`src/rtl/display_pkg.sv`:
```
// Shared types and constants for the two-digit multiplexed seven-segment display.
package display_pkg;

  typedef enum logic [3:0] {
    SHOW0  = 4'b0001,
    BLANK0 = 4'b0010,
    SHOW1  = 4'b0100,
    BLANK1 = 4'b1000
  } disp_state_t;

  localparam logic [1:0] ANODE_OFF = 2'b11;

  // Board timing at 24 MHz: ~1 ms per lit digit, ~10 us dead time
  localparam int DEF_REFRESH_CYCLES = 24000;
  localparam int DEF_BLANK_CYCLES   = 240;

endpackage

```
`src/rtl/seven_seg_display.sv`:
```
// Hex to active-low seven-segment decoder; seg_o bit order is {a,b,c,d,e,f,g}.
module seven_seg_display (
  input  logic [3:0] s_i,
  output logic [6:0] seg_o
);

  always_comb begin
    seg_o = 7'b1111111;
    case (s_i)
      4'h0: seg_o = 7'b0000001;
      4'h1: seg_o = 7'b1001111;
      4'h2: seg_o = 7'b0010010;
      4'h3: seg_o = 7'b0000110;
      4'h4: seg_o = 7'b1001100;
      4'h5: seg_o = 7'b0100100;
      4'h6: seg_o = 7'b0100000;
      4'h7: seg_o = 7'b0001111;
      4'h8: seg_o = 7'b0000000;
      4'h9: seg_o = 7'b0000100;
      4'hA: seg_o = 7'b0001000;
      4'hB: seg_o = 7'b1100000;
      4'hC: seg_o = 7'b0110001;
      4'hD: seg_o = 7'b1000010;
      4'hE: seg_o = 7'b0110000;
      4'hF: seg_o = 7'b0111000;
      default: seg_o = 7'b1111111;
    endcase
  end

endmodule

```
`src/rtl/display_mux_ctrl.sv`:
```
// Two-digit display multiplexer: SHOW0/BLANK0/SHOW1/BLANK1 slot FSM with
// new digit values held pending until the frame boundary (last BLANK1 cycle).
module display_mux_ctrl
  import display_pkg::*;
#(
  parameter int REFRESH_CYCLES = DEF_REFRESH_CYCLES,
  parameter int BLANK_CYCLES   = DEF_BLANK_CYCLES,
  parameter int CNT_W          = $clog2(REFRESH_CYCLES)
) (
  input  logic       clk,
  input  logic       reset,
  input  logic       load,
  input  logic [3:0] d0,
  input  logic [3:0] d1,
  input  logic [1:0] en,
  output logic [3:0] s,
  output logic [6:0] seg,
  output logic [1:0] an_n,
  output logic       pending,
  output logic       frame_start
);

  localparam logic [CNT_W-1:0] SHOW_LAST  = CNT_W'(REFRESH_CYCLES - 1);
  localparam logic [CNT_W-1:0] BLANK_LAST = CNT_W'(BLANK_CYCLES - 1);

  disp_state_t      state_q, state_d;
  logic [CNT_W-1:0] cnt_q, cnt_d;
  logic [3:0]       act0_q, act0_d, act1_q, act1_d;
  logic [1:0]       actEn_q, actEn_d;
  logic [3:0]       pendD0_q, pendD0_d, pendD1_q, pendD1_d;
  logic [1:0]       pendEn_q, pendEn_d;
  logic             pending_q, pending_d;
  logic             frameStart_q, frameStart_d;
  logic             slotLast, boundary;

  always_ff @(posedge clk or posedge reset) begin
    if (reset) begin
      state_q      <= BLANK1;
      cnt_q        <= '0;
      act0_q       <= '0;
      act1_q       <= '0;
      actEn_q      <= 2'b00;
      pendD0_q     <= '0;
      pendD1_q     <= '0;
      pendEn_q     <= 2'b00;
      pending_q    <= 1'b0;
      frameStart_q <= 1'b0;
    end else begin
      state_q      <= state_d;
      cnt_q        <= cnt_d;
      act0_q       <= act0_d;
      act1_q       <= act1_d;
      actEn_q      <= actEn_d;
      pendD0_q     <= pendD0_d;
      pendD1_q     <= pendD1_d;
      pendEn_q     <= pendEn_d;
      pending_q    <= pending_d;
      frameStart_q <= frameStart_d;
    end
  end

  always_comb begin
    state_d      = state_q;
    act0_d       = act0_q;
    act1_d       = act1_q;
    actEn_d      = actEn_q;
    pendD0_d     = pendD0_q;
    pendD1_d     = pendD1_q;
    pendEn_d     = pendEn_q;
    pending_d    = pending_q;

    if ((state_q == SHOW0) || (state_q == SHOW1)) begin
      slotLast = (cnt_q == SHOW_LAST);
    end else begin
      slotLast = (cnt_q == BLANK_LAST);
    end
    boundary     = (state_q == BLANK1) && slotLast;
    cnt_d        = slotLast ? '0 : cnt_q + 1'b1;
    frameStart_d = boundary;

    if (slotLast) begin
      case (state_q)
        SHOW0:   state_d = BLANK0;
        BLANK0:  state_d = SHOW1;
        SHOW1:   state_d = BLANK1;
        BLANK1:  state_d = SHOW0;
        default: state_d = BLANK1;
      endcase
    end

    // A load landing on the boundary bypasses the pending register entirely
    if (boundary) begin
      if (load) begin
        act0_d  = d0;
        act1_d  = d1;
        actEn_d = en;
      end else if (pending_q) begin
        act0_d  = pendD0_q;
        act1_d  = pendD1_q;
        actEn_d = pendEn_q;
      end
      pending_d = 1'b0;
    end else if (load) begin
      pendD0_d  = d0;
      pendD1_d  = d1;
      pendEn_d  = en;
      pending_d = 1'b1;
    end
  end

  always_comb begin
    an_n = ANODE_OFF;
    s    = act0_q;
    case (state_q)
      SHOW0:   begin an_n = {1'b1, ~actEn_q[0]}; s = act0_q; end
      BLANK0:  s = act0_q;
      SHOW1:   begin an_n = {~actEn_q[1], 1'b1}; s = act1_q; end
      BLANK1:  s = act1_q;
      default: an_n = ANODE_OFF;
    endcase
  end

  assign pending     = pending_q;
  assign frame_start = frameStart_q;

  seven_seg_display u_decoder (
    .s_i   (s),
    .seg_o (seg)
  );

endmodule

```
`config.mk`:
```
export PLATFORM = sky130hd
export DESIGN_NAME = display_mux_ctrl
export DESIGN_NICKNAME = d
export VERILOG_FILES = /design/src/rtl/display_pkg.sv /design/src/rtl/seven_seg_display.sv /design/src/rtl/display_mux_ctrl.sv
export SDC_FILE = /design/constraint.sdc
export NUM_CORES = 1
export LEC_CHECK = 0
export BUFFER_PORTS_ARGS = -buffer_cell sky130_fd_sc_hd__buf_2
export CORE_ASPECT_RATIO = 1.5
export CORE_UTILIZATION = 58
export DETAILED_ROUTE_END_ITERATION = 10
export PLACE_DENSITY = 0.77
export SLEW_MARGIN = 20
export SYNTH_ARGS = -nofsm -noshare
export SYNTH_HDL_FRONTEND = slang
export SYNTH_HIERARCHICAL = 1
export SYNTH_SLANG_ARGS = --single-unit
export TNS_END_PERCENT = 30
```
`constraint.sdc`:
```
create_clock -name clk -period 3 [get_ports clk]
set_clock_uncertainty 0.05 [all_clocks]
set_input_delay 0.3 -clock clk [delete_from_list [all_inputs] [get_ports clk]]
set_output_delay 0.3 -clock clk [all_outputs]
set_load 0.005 [all_outputs]
```
-- After elaboration in Yosys (flattened, before gate mapping)
Memories as Yosys holds them, arrays and structs flattened.
Index checks and enable logic that the tools add are counted.
- flip-flop bits (word level): 41
- ROM bits: 112
- input bits: 13
- output and inout port bits: 15
- memories: 1
- memory list (name ; depth ; bits a word ; read ports ; clocked after memory_dff ; write ports ; RTL line ; RTL):
    (no name shown) ; 16 ; 7 ; 1 ; 0 ; 0 ; seven_seg_display.sv:9 ; case (s_i)
- $add $sub $neg: 1
- equal/unequal tests: 6
- multiplexer cells: 13
- bitwise gates (word level): 3
- reductions and logical operators: 7
- operators with widths (cell ; count):
    two-way mux 4 bit ; 5
    adder 15 x 1 -> 15 bit, second input constant ; 1
    == test 15 bit, second input constant ; 1
    == test 15 x 8 -> 1 bit, second input constant ; 1
    two-way mux 15 bit ; 1
    one-hot mux 4 bit (3 select lines) ; 1
    == test 4 x 1 -> 1 bit, second input constant ; 1
    == test 4 x 2 -> 1 bit, second input constant ; 1
    == test 4 x 3 -> 1 bit, second input constant ; 1
    == test 4 bit, second input constant ; 1
    two-way mux 2 bit ; 2
    one-hot mux 2 bit (2 select lines) ; 1
    AND reduction 2 bit ; 2
    nonzero test 2 bit ; 2
    two-way mux 1 bit ; 3
    inverter 1 bit ; 3
    OR reduction 2 bit ; 1
    logical AND 1 bit ; 1
    logical OR 1 bit ; 1

-- Depth between registers and ports, before layout
Gate-level depths: netlist of run 1.
- depth after elaboration: 6
- mapped depth: 9

-- By module
Netlist of run 1, hierarchy kept.
- modules (own cells, without submodules) (module ; times used ; cells an instance ; area an instance (sq um)):
    display_mux_ctrl ; 1 ; 220 ; 2263.4
    seven_seg_display ; 1 ; 33 ; 269.0

-- Worst setup path before layout of run 1
Ideal clock, no wire load.
- path type: reg2out
- start: register state_q[3]
- end: output seg[3]
- arrival time: 2.173 ns
- slack: 0.477 ns
- cell stages (with the launch flop): 8
- buffers on the path: 0
- cells stage by stage: dfstp_2 > xnor2_1 > or3_1 > mux2_2 > inv_1 > ha_1 > inv_1 > mux4_2
- longest elaborated chain between the ends: 4
- ends and longest elaborated chain (what ; RTL line ; RTL):
    start, declared ; display_mux_ctrl.sv:26 ; disp_state_t state_q, state_d;
    start signal, assigned ; display_mux_ctrl.sv:49 ; state_q <= state_d;
    == test 4 x 3 -> 1 bit / == test 4 bit (equally long branches) ; display_mux_ctrl.sv:114 ; case (state_q)
    OR reduction 2 bit (no source line) * ; n/a ;
    two-way mux 4 bit * ; display_mux_ctrl.sv:114 ;
    named net s[0] ; display_mux_ctrl.sv:16 ; output logic [3:0] s,
    memory read (16 x 7 bit) * ; n/a ;
    end, declared ; display_mux_ctrl.sv:17 ; output logic [6:0] seg,
Mark *: on every way through the listed nets, which the timed path passes. The rest lies on a longest branch.

-- Worst setup path after layout of run 1
- start: register state_q[3]
- end: output seg[3]
- longest elaborated chain between the ends: 4
- ends and longest elaborated chain (what ; RTL line):
    == test 4 x 3 -> 1 bit / == test 4 bit (equally long branches) ; display_mux_ctrl.sv:114
    OR reduction 2 bit (no source line) * ; n/a
    two-way mux 4 bit * ; display_mux_ctrl.sv:114
    memory read (16 x 7 bit) * ; n/a
Mark *: on every way between the ends. The rest lies on a longest branch, timed or not.

==> impl_metrics.toml, run 1 <==
[pwr]
clockPowerShare_pct = 42.0
p_sw_share_pct = 21.97
combPwrFrac_pct = 6.6
sequentialPowerShare_pct = 51.4
power_leakage_uw = 0.001254
switchingPower_uw = 244.1
worst_ir_drop_vdd_uv = 355.1
power_density_nw_per_um2 = 386.4
p_int_uw = 866.9

[yosys]
synth_async_sr_flop_share_pct = 100.0
synth-xor-area-share_pct = 5.188
postSynth.topFlopCell = "dfrtp_1"
synthAdderAreaFrac_pct = 3.953
synth-compound-area-share_pct = 13.24
yosys-mux-area-fraction_pct = 10.82
synth_top_family_by_area = "simple AND/OR/NAND/NOR gates"
synthDistinctLibCells = 45
synth-seq-area-share_pct = 40.56
avgSynthCellArea_um2 = 10.01
number_of_warnings_issued_by_yosys = 6
synthSimpleGateAreaFrac_pct = 22.13
net_count_after_synthesis = 274
synth_enable_flop_cells = 0
netlist_instances = 253
syn_area_um2 = 2532
synth-seq-cells = 41

[sta]
fin_hold_ws_ps = 61.36
finalSetupViolations = 0
finalMaxSlewViolations = 0
timing.slew.headroom_pct = 36.61
timing_worst_slew_pin_value_ps = 949.9
maxClockFrequency_mhz = 338.9
finalCriticalPeriod_ps = 2951
layout_worst_path_cycle_share_pct = 98.37
final_hold_viol_count = 0

[cells_and_area]
nets = 300
multi_input_combinational_cell_area_um2 = 1440
antenna_cells_inserted = 0
area.sequential_um2 = 1028
layout.cells.most_common = "dfrtp_1"
layout.filler_cells = 342
most_frequent_cells_in_the_layout = "dfrtp_1 (39), buf_2 (26), nor2_1 (19)"
layout.core_utilization_pct = 68.31
area_growth_synth_to_finish_pct = 13.54
drive_above_1_share_pct = 26.79

[clocking]
cts_tree = "built"
cts.sinks = 41
cts.hold.buffers_added = 0
cts_bufs_inserted = 5
ctsLongestPathBuffers = 2
cts-htree-levels = 2
clk_transition_reported_paths_ps = 80
clock_tree.root_cell = "clkbuf_8"
clkLatencyLatePin_ps = 300

[placement]
gp_congestion = 0.8040
portBuffers = 27
dpl.hpwl_mm = 3.518

[routing]
wirelength_mm = 5.384
drt_pre_antenna_iters = 4
route.vias.total = 2033
wl_per_cell_um = 16.52
route.antenna.remaining_nets = 0
routed_via_density = 6.236
drc = 0
initialDrtViolationCount = 109

[global_route]
grt_pass1_wl_mm = 8.942
antenna_found_initial = 0
grt.overflow.total = 0
grt_pass1_vias = 1977
globalRouteTotalUtil_pct = 24.46
grt_start_max_net_pins = 43

[run_status]
outcome = "finished clean"

[die]
start_util_pct = 60.17
fp.dieH_um = 82.93
dieArea_um2 = 4640
fp.dieW_um = 55.95
pin_count = 28
design.core.area_um2 = 4209
placement_rows = 29

[setup_path]
arrival_time_at_the_worst_endpoint_ps = 2600
worstSetupStartpointType = "flip-flop"
timing.critical_path.fanout_max = 7
type_of_destination_of_the_critical_path = "output port"
worstPathBufferInverterCount = 3
crit_chain = "xnor2_2 -> or3_4 -> mux2_4 -> inv_4 -> ha_4 -> inv_2 -> mux4_2 -> buf_6"
critical_path_class = "flip-flop to output port"
critical-path-max-stage-delay_ps = 600
timing.critical_path.slowest_stage_cell = "dfstp_2"
critPathRequiredTime_ps = 2650
cell_family_contributing_the_most_delay_on_the_critical_path = "multiplexers"

[flow_run]
max_cap_violations = 0

[min_path]
hold_path_class = "primary input to asynchronous set/reset pin"
-- cells in the mapped netlist, types with 2 or more instances --
master	n	share of area, %
dfrtp_1	40	40
nor2_1	19	2.8
mux2_2	17	7.6
nand3_1	15	3.0
nand4_1	13	3.2
nor2b_1	11	2.7
o211ai_1	11	3.3
a21o_1	10	3.0
a31oi_1	10	2.5
ha_1	8	4.0
nand2_1	8	1.2
xnor2_1	8	2.8
clkbuf_1	7	1.0
xor2_1	7	2.4
inv_1	6	0.89
mux2i_1	6	2.4
buf_2	5	0.99
a21oi_1	4	0.79
nor3_1	4	0.79
nor4_1	3	0.74
nor4_2	3	1.5
or3_1	3	0.74
or4_1	3	0.89
and2_1	2	0.49
buf_1	2	0.30
buf_6	2	0.89
nand2b_1	2	0.49
nand3b_1	2	0.59
nand4b_1	2	0.69
nor3b_1	2	0.59
nor4b_1	2	0.69
o211a_1	2	0.79
o21ai_1	2	0.40
-- worst register-to-register path, stage by stage, from the launching register on --
cell,delay [ps]
dfrtp_1,450
or2_0,410
o211a_1,340
o221ai_2,610
mux2_2,420
-- area by class of cell --
| cell class | count | share of cell area (%) |
|---|---|---|
| clock inverter | 2 | 1.305 |
| tap | 46 | 2.002 |
| timing repair buffer | 35 | 7.006 |
| inverter | 6 | 0.9574 |
| multi-input combinational | 190 | 50.09 |
| clock buffer | 6 | 2.872 |
| sequential | 41 | 35.77 |
-- per-layer routing --
layer	GRT usage, %	routed length (um)
met5	0	0
met4	11.31	145
met3	4.517	182
met2	42.17	2845
met1	29.25	2211
-- power by group through the flow --
stage                     combinational, uW  sequential (uW)  clock, uW
after floorplan                        51.1              580          0
after global placement                 71.7              582          0
after detailed placement               72.9              582          0
after CTS                              73.6              571        478
after global routing                   82.6              573        496
final                                  73.0              571        467
-- metrics by stage --
| step | area, um2 | std cells | TNS (ps) | setup WS, ps | power [uW] |
|---|---|---|---|---|---|
| 6_report | 2875 | 326 | 0 | 48.86 | 1111 |
| 5_1_grt | 2875 | 326 | -3.100 | -3.100 | 1152 |
| 3_5_place_dp | 2674 | 314 | 0 | 202.9 | 654.8 |
| 4_1_cts | 2806 | 322 | 0 | 20.19 | 1123 |
| 2_1_floorplan | 2532 | 253 | 0 | 477.1 | 631.3 |
| 3_3_place_gp | 2674 | 314 | 0 | 261.3 | 653.3 |
-- flip-flops by register name (all words and copies together), names as in the netlist --
signal / count
pendD0_q: 4
act1_q: 4
cnt_q: 15
actEn_q: 2
pendEn_q: 2
state_q: 4
pendD1_q: 4
frame_start: 1
pending: 1
act0_q: 4
-- repair_timing --
action,in CTS,in global routing
gates resized for setup,3,11
endpoints found under the hold margin,0,0
setup buffers,0,4
endpoints found under the setup margin,1,2
pin swaps,0,2
-- cells by family after synthesis --
kind of cell / count (synthesis)
xor+xnor: 15
compound gates: 46
simple gates: 97
flops: 41
mux: 24
fa+ha+maj: 8
buf+inv: 22
-- final timing paths --
check / start / endpoint / slack [ps] / depth (start not counted)
min reg2reg: cnt_q[0] / cnt_q[0] / 400 / 1
min: reset / cnt_q[12] / 60 / 3
min in group clk: d1[3] / pendD1_q[3] / 230 / 3
max in group asynchronous: reset / state_q[2] / 2450 / 3
max reg2reg: state_q[1] / act1_q[3] / 620 / 4
max: state_q[3] / seg[3] / 50 / 8
No activity file was read; power rests on OpenSTA's default activity.
==> run 2, diff against run 1 <==
Settings changed: CORE_ASPECT_RATIO 1.5 to 0.8.
==> run 2 against run 1 <==
Net effect: critical path depth stayed put; combinational power grew 2%; final cell count rose by 2.5%; power decreased by 1.6%; register-to-register slack improved by 50 ps; worst setup slack better by 57 ps; sequential cell count did not move; via count down 3.8%; count of clock-buffer cells in the layout did not move; sequential power hardly changed; worst hold slack gained 6.3 ps; fmax is 2.0% higher.
==> impl_metrics.toml, run 2 (synthesis gave the netlist of run 1 again) <==
[run_status]
outcome = "finished clean"

[global_route]
antenna_found_initial = 0
grt.overflow.total = 0
grt_pass1_wl_mm = 8.155
grt_pass1_vias = 1688
globalRouteTotalUtil_pct = 24.29
grt_start_max_net_pins = 43

[placement]
dpl.hpwl_mm = 3.479
placement.cell_area_um2 = 2688
portBuffers = 27
gp_congestion = 0.7661
placement.setup.worst_slack_ps = 250.3

[flow_run]
max_cap_violations = 0

[routing]
route.antenna.remaining_nets = 0
drt_pre_antenna_iters = 4
routed_via_density = 5.853
route.vias.total = 1955
initialDrtViolationCount = 161
wirelength_mm = 5.110
drc = 0
wl_per_cell_um = 15.30

[die]
fp.dieW_um = 75.88
pin_count = 28
design.core.area_um2 = 4178
dieArea_um2 = 4636
fp.dieH_um = 61.10
start_util_pct = 60.62
placement_rows = 21

[clocking]
cts.sinks = 41
cts_bufs_inserted = 5
clkLatencyLatePin_ps = 300
clk_transition_reported_paths_ps = 90
cts.hold.buffers_added = 0
ctsLongestPathBuffers = 2
cts_tree = "built"
cts-htree-levels = 2
clock_tree.root_cell = "clkbuf_8"

[pwr]
power_density_nw_per_um2 = 387.6
combPwrFrac_pct = 6.8
worst_ir_drop_vdd_uv = 319.3
power.total_uw = 1093
clockPowerShare_pct = 41.0
p_sw_share_pct = 22.58
switchingPower_uw = 246.8
p_int_uw = 846.3
sequentialPowerShare_pct = 52.2
power_leakage_uw = 0.001234

[sta]
timing.slew.headroom_pct = 45.71
final_hold_viol_count = 0
finalSetupViolations = 0
timing_worst_slew_pin_value_ps = 813.6
finalCriticalPeriod_ps = 2894
maxClockFrequency_mhz = 345.5
layout_worst_path_cycle_share_pct = 96.47
fin_hold_ws_ps = 67.67
finalMaxSlewViolations = 0
fin_tns_setup_ps = 0
timing.final.ws_setup_ps = 106.0

[cells_and_area]
drive_above_1_share_pct = 24.19
antenna_cells_inserted = 0
area_growth_synth_to_finish_pct = 11.36
largest_register_by_flop_count = "cnt_q"
layout.cell_area.non_filler_um2 = 2820
most_frequent_cells_in_the_layout = "dfrtp_1 (39), buf_2 (27), nor2_1 (19)"
max_ffs_per_register = 15
nets = 297
layout.cells.most_common = "dfrtp_1"

[setup_path]
type_of_destination_of_the_critical_path = "output port"
worstSetupStartpointType = "flip-flop"
timing.critical_path.fanout_max = 8
critPathRequiredTime_ps = 2650
critical_path_class = "flip-flop to output port"
arrival_time_at_the_worst_endpoint_ps = 2540

[min_path]
hold_path_class = "primary input to asynchronous set/reset pin"
==> run 2: layer usage <==
metal	GRT usage, %	wire [um]	vias to the layer above	share of wire [%]
li1	-	-	981	-
met5	0	0	-	0
met4	10.85	61	0	1.2
met3	4.746	177	6	3.5
met1	36.00	2604	935	51
met2	34.51	2267	33	44
==> run 2: layout make-up <==
class	instances	area (um2)
Timing Repair Buffer	32	172.7
Sequential cell	41	1028
Tap cell	57	71.32
Fill cell	353	1358
Multi-Input combinational cell	190	1414
Clock buffer	6	72.57
Inverter	6	22.52
Clock inverter	2	38.79
==> run 2: final timing paths <==
| kind | startpoint | to | slack (ps) | depth (start not counted) |
|---|---|---|---|---|
| worst max-delay path | state_q[3] | seg[3] | 110 | 8 |
| worst min-delay path | reset | actEn_q[0] | 70 | 3 |
| worst max register to register | state_q[3] | act1_q[0] | 670 | 5 |
| worst min register to register | cnt_q[0] | cnt_q[0] | 410 | 1 |
| max in group asynchronous | reset | state_q[2] | 2440 | 3 |
| min in group clk | d0[3] | pendD0_q[3] | 220 | 3 |
==> run 2: worst max-delay path: stages, from the launching register on <==
cell     delay (ps)
dfstp_2         570
xnor2_1          70
or3_4           370
mux2_4          270
inv_2            70
ha_1            280
inv_1            50
mux4_2          440
buf_2           140
==> run 2: timing repair <==
action,in CTS,in global routing
resized for setup,3,3
setup endpoints to repair,1,3
setup buffers,0,1
==> run 2: metrics by stage <==
stage | util [%] | instances
finish | 67.51 | 334
global route | 67.51 | 334
CTS | 67.30 | 333
detailed placement | 64.33 | 325
global placement | 64.33 | 325
floorplan | - | 253
==> run 2: power by group through the flow <==
stage | registers [uW] | logic, uW | clock network, uW
2_1_floorplan | 580 | 51.1 | 0
3_3_place_gp | 581 | 73.1 | 0
3_5_place_dp | 582 | 74.3 | 0
4_1_cts | 571 | 74.5 | 457
5_1_grt | 573 | 85.3 | 483
6_report | 571 | 74.2 | 448
==> run 3, diff against run 2 <==
Settings changed: ABC_AREA set to 1.
==> run 3 against run 2 <==
Net effect: register-to-register slack gained 310 ps; global-route usage grew 1.3 points; final cell count grew 12%; largest cell class unchanged; count of clock-buffer cells in the layout shrank 1; worst hold slack gained 12 ps.
==> impl_metrics.toml, run 3 <==
[run_status]
outcome = "finished clean"

[pwr]
power_leakage_uw = 0.001455
power_density_nw_per_um2 = 394.2
worst_ir_drop_vdd_uv = 310.7

[sta]
finalSetupViolations = 0
fin_tns_setup_ps = 0
finalCriticalPeriod_ps = 2757
timing.slew.headroom_pct = 63.90
grt_setup_unrepaired = "false"
timing_worst_slew_pin_value_ps = 540.2
timing.final.ws_setup_ps = 243.0
final_hold_viol_count = 0
maxClockFrequency_mhz = 362.7
layout_worst_path_cycle_share_pct = 91.90
finalMaxSlewViolations = 0

[cells_and_area]
nets = 341
antenna_cells_inserted = 0
largest_register_by_flop_count = "cnt_q"
area_growth_synth_to_finish_pct = 10.12
layout.cell_area.non_filler_um2 = 2683
layout.core_utilization_pct = 68.72
layoutNonFillerInstCount = 375
most_frequent_cells_in_the_layout = "nand2_1 (83), dfrtp_1 (40), nand3_1 (31)"
layout.cells.most_common = "nand2_1"
max_ffs_per_register = 15
drive_above_1_share_pct = 24.06

[routing]
routed_via_density = 5.336
initialDrtViolationCount = 99
route.antenna.remaining_nets = 0
drt_pre_antenna_iters = 4
route.vias.total = 2001
wirelength_mm = 4.977
wl_per_cell_um = 13.27
drc = 0

[setup_path]
type_of_destination_of_the_critical_path = "output port"
crit_chain = "nor2_2 -> nand3_1 -> nand2_1 -> mux2_2 -> inv_1 -> ha_1 -> nand2_1 -> nand3_1 -> nand2_1 -> buf_2"
critPathRequiredTime_ps = 2650
timing.critical_path.fanout_max = 6
arrival_time_at_the_worst_endpoint_ps = 2410
critical_path_class = "flip-flop to output port"
timing.critical_path.slowest_stage_cell = "dfrtp_1"
worstSetupStartpointType = "flip-flop"
worstPathBufferInverterCount = 2
cell_family_contributing_the_most_delay_on_the_critical_path = "simple AND/OR/NAND/NOR gates"
timing.critical_path.mode_cell = "nand2_1"
critical-path-max-stage-delay_ps = 430

[yosys]
postSynth.topFlopCell = "dfrtp_1"
netlist.area_leader.share_pct = 41.09
synth_top_family_by_area = "simple AND/OR/NAND/NOR gates"
syn_area_um2 = 2436
yosys.area.top_type = "dfrtp_1"
synth_enable_flop_cells = 0
synth-compound-area-share_pct = 3.955
synth-seq-cells = 41
synth_async_sr_flop_share_pct = 100.0
synth-xor-area-share_pct = 1.798
netlist_instances = 295
yosys-mux-area-fraction_pct = 6.471
synthSimpleGateAreaFrac_pct = 34.05
synth_commonest_cells = "nand2_1 (83), dfrtp_1 (40), nand3_1 (31), inv_1 (26), nor2_1 (19)"
net_count_after_synthesis = 316
number_of_warnings_issued_by_yosys = 6
synthDistinctLibCells = 34
synthMostInstantiatedCell = "nand2_1"
synth-seq-area-share_pct = 42.17
synthAdderAreaFrac_pct = 4.109
avgSynthCellArea_um2 = 8.258
netlist_top_cells_area = "dfrtp_1 (41%), nand2_1 (13%), mux2_2 (6.5%)"

[global_route]
grt.overflow.total = 0
globalRouteTotalUtil_pct = 25.58
grt_pass1_vias = 1796
grt_start_max_net_pins = 42
grt.met2_usage_pct = 38.87
globalRouteMet3Util_pct = 6.745
globalRouteMet1Util_pct = 37.47
grt_pass1_wl_mm = 8.418
antenna_found_initial = 0
grt_busiest_layer = "met2"

[clocking]
clkLatencyLatePin_ps = 290
cts-htree-levels = 2
ctsLongestPathBuffers = 2
cts.sinks = 41
cts_tree = "built"
cts_repair_resize_count = 0
clk_transition_reported_paths_ps = 80
cts.hold.buffers_added = 0
cts_setup_buffers = 0
cts_bufs_inserted = 5
clock_tree.root_cell = "clkbuf_8"

[placement]
dp_cells = 368
placement.cell_area_um2 = 2579
portBuffers = 27
placement.setup.worst_slack_ps = 581.5
gp_congestion = 0.8545
dpl.hpwl_mm = 3.465

[die]
start_util_pct = 62.40
fp.dieW_um = 74.46
placement_rows = 20
pin_count = 28
design.core.area_um2 = 3904
fp.dieH_um = 59.97
dieArea_um2 = 4465

[min_path]
hold_path_class = "primary input to asynchronous set/reset pin"

[flow_run]
max_cap_violations = 0
[run 3: cell types whose count changed after synthesis, sizes merged, moves of 8 or more]
cell    before  now
a31oi       10    0
o211ai      11    0
inv          6   30
nor2        19   27
nand3       15   31
nand2        8   91
nor2b       11    0
xnor2        8    0
a21o        10    0
[run 3: final cells by class]
class / count / area, um2
multi-input cells: 214 / 1227
fillers: 334 / 1221
flip-flops and latches: 41 / 1027
repair buffers: 28 / 142.6
inverters: 30 / 112.6
clock buffers: 5 / 68.82
well taps: 55 / 68.82
clock inverters: 2 / 35.03
[run 3: logic make-up (layout without fill, tap and decap cells)]
family          Yosys count  after routing
xor+xnor                  5              5
mux                      14             14
fa+ha+maj                 8              8
flops                    41             41
buf+inv                  40             65
simple gates            172            172
compound gates           15             15
[run 3: final timing paths]
check / endpoint / slack (ps) / start / depth (start not counted)
setup / recovery: seg[3] / 240 / state_q[1] / 10
hold / removal: cnt_q[3] / 80 / reset / 3
setup reg to reg: act0_q[2] / 980 / cnt_q[0] / 9
hold reg to reg: cnt_q[0] / 420 / cnt_q[0] / 1
max in group asynchronous: state_q[3] / 2440 / reset / 3
min in group clk: pendD1_q[2] / 200 / d1[2] / 3
[run 3: per-layer routing]
metal  up-vias  wire length, um
met3         2              270
met5         -                0
met1       936             2470
met2        51             2230
li1       1012                -
met4         0                6
[run 3: through the flow]
step	hold WS [ps]	power, uW
finish	79.94	1057
global route	121.6	1098
CTS	103.0	1065
detailed placement	405.2	637.6
global placement	399.7	635.2
floorplan	379.8	617.3
[run 3: tightest hold or removal path, delay by kind of cell]
| kind | cells | cell delay, ps |
|---|---|---|
| buf+inv | 3 | 570 |
[run 3: where the power goes]
group | leakage (uW) | total (uW) | internal [uW] | switching (uW)
Sequential | 0.000532 | 571 | 564 | 6.63
Clock | 0.0000540 | 430 | 242 | 188
Combinational | 0.000870 | 56.8 | 24.3 | 32.4
Total | 0.00146 | 1060 | 830 | 227
